==> config.mk <==
export PLATFORM = sky130hd
export DESIGN_NAME = pipelined_adder
export DESIGN_NICKNAME = d
export VERILOG_FILES = /design/src/rtl/pipelined_adder.sv
export SDC_FILE = /design/constraint.sdc
export NUM_CORES = 1
export LEC_CHECK = 0
export ABC_AREA = 1
export BUFFER_PORTS_ARGS = -buffer_cell sky130_fd_sc_hd__buf_4
export CAP_MARGIN = 20
export CORE_UTILIZATION = 48
export CTS_CLUSTER_DIAMETER = 50
export DETAILED_ROUTE_END_ITERATION = 7
export PLACE_DENSITY_LB_ADDON = 0.08
export SLEW_MARGIN = 20
export SYNTH_ARGS = -nofsm -noshare
export SYNTH_HDL_FRONTEND = slang
export SYNTH_SLANG_ARGS = --single-unit
==> constraint.sdc <==
create_clock -name clk -period 5.25 [get_ports clk]
set_input_delay 0.525 -clock clk [delete_from_list [all_inputs] [get_ports clk]]
set_output_delay 0.525 -clock clk [all_outputs]
set_load 0.01 [all_outputs]
==> src/rtl/pipelined_adder.sv <==
// pipelined_adder: WIDTH-bit add/subtract with the carry chain split into
// STAGES register stages of CHUNK bits each. Streams one operation per cycle
// under valid/ready; the whole pipe stalls together while the output is held.
module pipelined_adder #(
  parameter int WIDTH  = 16,
  parameter int STAGES = 4
) (
  input  logic             clk,
  input  logic             rst,
  input  logic             in_valid,
  output logic             in_ready,
  input  logic [WIDTH-1:0] in_a,
  input  logic [WIDTH-1:0] in_b,
  input  logic             in_cin,
  input  logic             in_sub,
  output logic             out_valid,
  input  logic             out_ready,
  output logic [WIDTH-1:0] out_sum,
  output logic             out_cout,
  output logic             out_ovf
);

  localparam int CHUNK = WIDTH / STAGES;

  generate
    if (STAGES < 1 || STAGES > WIDTH || (WIDTH % STAGES) != 0) begin : g_bad_param
      $error("pipelined_adder: need 1 <= STAGES <= WIDTH and WIDTH %% STAGES == 0");
    end
  endgenerate

  // Per-stage state; index 0 is the first stage, STAGES-1 drives the outputs.
  // a/b carry the operand chunks not yet summed, sum holds finished chunks.
  logic [STAGES-1:0]             vld_q, vld_d;
  logic [STAGES-1:0]             cy_q, cy_d;
  logic [STAGES-1:0][WIDTH-1:0]  a_q, a_d;
  logic [STAGES-1:0][WIDTH-1:0]  b_q, b_d;
  logic [STAGES-1:0][WIDTH-1:0]  sum_q, sum_d;
  logic                          ovf_q, ovf_d;

  logic                          adv;
  logic [WIDTH-1:0]              b_eff;
  logic                          c0;
  logic [STAGES-1:0][CHUNK:0]    part;

  // Whole pipe moves whenever the output slot is empty or being drained.
  assign adv      = out_ready | ~vld_q[STAGES-1];
  assign in_ready = adv;

  // Subtract is A + ~B + 1, so the user carry-in is overridden.
  assign b_eff = in_sub ? ~in_b : in_b;
  assign c0    = in_sub | in_cin;

  // Next-state: one chunk of the carry chain resolved per stage.
  always_comb begin
    vld_d = vld_q;
    cy_d  = cy_q;
    a_d   = a_q;
    b_d   = b_q;
    sum_d = sum_q;
    ovf_d = ovf_q;
    part  = '0;

    part[0] = {1'b0, in_a[CHUNK-1:0]} + {1'b0, b_eff[CHUNK-1:0]} + {{CHUNK{1'b0}}, c0};
    for (int s = 1; s < STAGES; s++) begin
      part[s] = {1'b0, a_q[s-1][s*CHUNK +: CHUNK]} + {1'b0, b_q[s-1][s*CHUNK +: CHUNK]}
              + {{CHUNK{1'b0}}, cy_q[s-1]};
    end

    if (adv) begin
      // Inner stages shift unconditionally; the final stage (which is the
      // output register) only loads real results so it holds the last one.
      vld_d[0] = in_valid;
      if (STAGES > 1 || in_valid) begin
        a_d[0]              = in_a;
        b_d[0]              = b_eff;
        sum_d[0]            = '0;
        sum_d[0][CHUNK-1:0] = part[0][CHUNK-1:0];
        cy_d[0]             = part[0][CHUNK];
      end
      for (int s = 1; s < STAGES; s++) begin
        vld_d[s] = vld_q[s-1];
        if (s < STAGES-1 || vld_q[s-1]) begin
          a_d[s]                     = a_q[s-1];
          b_d[s]                     = b_q[s-1];
          sum_d[s]                   = sum_q[s-1];
          sum_d[s][s*CHUNK +: CHUNK] = part[s][CHUNK-1:0];
          cy_d[s]                    = part[s][CHUNK];
        end
      end
      // Carry into the MSB is recovered as a^b^sum at that bit.
      if (vld_d[STAGES-1]) begin
        ovf_d = a_d[STAGES-1][WIDTH-1] ^ b_d[STAGES-1][WIDTH-1]
              ^ sum_d[STAGES-1][WIDTH-1] ^ cy_d[STAGES-1];
      end
    end
  end

  // Stage registers with synchronous active-low clear.
  always_ff @(posedge clk) begin
    if (!rst) begin
      vld_q <= '0;
      cy_q  <= '0;
      a_q   <= '0;
      b_q   <= '0;
      sum_q <= '0;
      ovf_q <= 1'b0;
    end else begin
      vld_q <= vld_d;
      cy_q  <= cy_d;
      a_q   <= a_d;
      b_q   <= b_d;
      sum_q <= sum_d;
      ovf_q <= ovf_d;
    end
  end

  assign out_valid = vld_q[STAGES-1];
  assign out_sum   = sum_q[STAGES-1];
  assign out_cout  = cy_q[STAGES-1];
  assign out_ovf   = ovf_q;

endmodule

==> results.md <==
- Rows: 34
- Antenna fix cells: 0
- Outcome: completed
- Flops & latches, synth: 99
- Die area: 0.009494 sq mm
- Hold path depth: 3
- Gate Count Post-Synth: approximately 550
- Reg-to-reg startpoint: vld_q[3]$_SDFFE_PN0N_
- Num CTS Buffers: 9
- Ys async rst share: 0
- CP max-delay cell: nor2_8
- Post-CTS sizing: 0
- Sequential area share after synthesis: 0.4533
- Largest net degree at the start of global routing: 97
- Routed len/inst: 11.57 um
- Critical Path RT: roughly 4.7 ns
- Clk buf depth: 2
- Initial core utilization: 0.4989
- Relative slew slack: 0.4225
- Post-CTS Setup Repair Bufs: 0
- Min Tclk post-route: 2.847 ns
- Crit-path max cell delay: 0.63 ns
- Final hold viol count: 0
- Core Footprint: 0.008763 sq mm
- FMAX: 0.3512 GHz
- Met3 WL: 244 um
- DRT met1 WL: 4.227 mm
- Setup tns final: 0 ns
- Syn Nets: 604
- Hpwl dp: 4.912 mm
- Port bufs: 57
- Worst R2R End: sum_q[23]$_SDFFE_PN0N_
- Worst Reg-to-Reg Cells: 6
- Hold crit path type: in -> reg
- Post-route ant nets: 0
- Clock Latency Late Sink: around 0.36 ns
- Number of global-route vias before repair: between 3000 and 4000
- P_leak: 2.304 nW
- Via count: 3312
- Pre-antenna DRT Iters: 4
- Die width: 97.44 um
- Most frequent cells in the layout: nor2_1, dfxtp_1, o21ai_0
- Worst Setup End Kind: output pin
- Post-synthesis cell type count: 28
- Post-Synthesis Mean Instance Area: 8.007 sq um
- Top layer in use: met4
- Clock Skew: around 0.015 ns
- EDFF count, synth: 0
- Routed Wire Length: 7.858 mm
- Vias per inst: 4.878
- Worst-path clk slew: approximately 0.09 ns
- Worst-path cell chain: inv_1 > nor2_8 > inv_4 > buf_4
- Worst reg-to-reg setup slack: 3.01 ns
- Pin slew with the least headroom to its limit: 0.8663 ns
- PD cells: 307.0 mW/mm^2
- Remaining global-route overflow: 0
- Die H: approximately 97 um
- Kind of critical path: reg -> out
- DRT iter0 DRCs: 121
- # IOs: 58
- Fin. max-slew vios: 0
- Root Buffer: clkbuf_8
- Synthesized area: approximately 0.0044 sq mm
- Unrepaired setup endpoints after global routing: false
- Final Setup Violations: 0
- Met2 WL: 3.282 mm
- Peak VDD IR: 0.1264 mV
- Initial antenna violation count: 0
- Total Power: 1.478 mW
- CP Max Fanout: between 90 and 100
- First-pass GRT wire length: between 10 and 15 mm
- H-Tree Depth: 3
- Num Clock Sinks: 99
- Hold Crit Endpoint: vld_q[0]$_SDFFE_PN0N_
- DRC: 0
- Worst setup SP type: flop
- Max capacitance violation total: 0
- Ys flop type: dfxtp_1
- Global Route Usage Sum: 0.1744
- Min-Delay Startpoint: in_valid
- Placed cell areas: 0.004633 sq mm
- # nets final: roughly 620
- Area delta synth->final: 10.10%
- Cts hold-fix bufs: 0
- GPL Wtd Cong: 0.7185
- Finished Cell Area: 0.004813 sq mm
- Synth Warn #: 0
- Ratio of cells with drive above 1 in the final layout: 0.1401
- CTS tree: done
- Commonest non-fill, non-tap cell in the layout: nor2_1
- Critical path arrival: 2.32 ns
- Period utilization: 0.5423
==> where the power goes <==
group | internal (mW) | switching, mW | leakage (nW)
sequential | 0.810 | 0.0318 | 0.815
combinational | 0.0888 | 0.102 | 1.40
clock | 0.187 | 0.258 | 0.0895
==> routing by layer <==
layer / vias to the layer above / global-route usage
met5: - / 0
met4: 0 / 0.07805
met3: 8 / 0.02878
met2: 57 / 0.2620
met1: 1468 / 0.2462
li1: 1779 / -
==> stage by stage <==
stage                     utilization  instances  hold slack (ns)  setup slack, ns
after floorplan                     -        546           0.4495            2.899
after global placement         0.5287        663           0.4594            2.503
after detailed placement       0.5287        663           0.4659            2.497
after CTS                      0.5493        679           0.4018            2.367
after global routing           0.5493        679           0.4171            2.204
final                          0.5493        679           0.4140            2.403
==> kinds of logic (layout without fill, tap and decap cells) <==
group           count (synthesis)  in the layout  share of synthesized area
simple gates                  191            191                     0.1754
fa+ha+maj                      20             20                    0.07098
flops                          99             99                     0.4533
buf+inv                        76            101                    0.09530
compound gates                137            137                     0.1588
xor+xnor                       23             23                    0.04608
==> Yosys cell counts (12+ instances only) <==
master	count	area share
nor2_1	132	0.11
dfxtp_1	99	0.45
o21ai_0	85	0.097
nand2_1	40	0.034
a21oi_1	35	0.040
inv_1	25	0.021
buf_4	23	0.039
xnor2_1	14	0.028
nand3_1	13	0.015
o21ai_1	13	0.015
clkbuf_1	12	0.010
ha_1	12	0.034
==> worst max-delay path, delay by kind of cell (launching register included) <==
family        cells  cell delay (ns)
simple gates      1             0.63
buf+inv           3             0.90
flops             1             0.34
==> state kept, by name (all words and copies together) (netlist names) <==
signal   cells
b_q         25
sum_q       24
cy_q         4
out_ovf      1
vld_q        4
out_sum     16
a_q         25
==> worst max path at each step <==
stage	from	end	slack [ns]	depth (start not counted)
floorplan	in_sub	cy_q[0]$_SDFFE_PN0N_	2.90	9
global placement	out_ready	in_ready	2.50	4
detailed placement	out_ready	in_ready	2.50	4
CTS	vld_q[3]$_SDFFE_PN0N_	in_ready	2.37	4
global route	vld_q[3]$_SDFFE_PN0N_	in_ready	2.20	4
finish	vld_q[3]$_SDFFE_PN0N_	in_ready	2.40	4
==> cell type report <==
cell class	count	area (sq um)
fillers	884	3950
flip-flops and latches	99	1982
multi-input cells	371	1973
repair buffers	57	427.9
clock buffers	11	141.4
well taps	108	135.1
inverters	28	115.1
clock inverters	5	38.79
No activity file was read; power rests on OpenSTA's default activity.
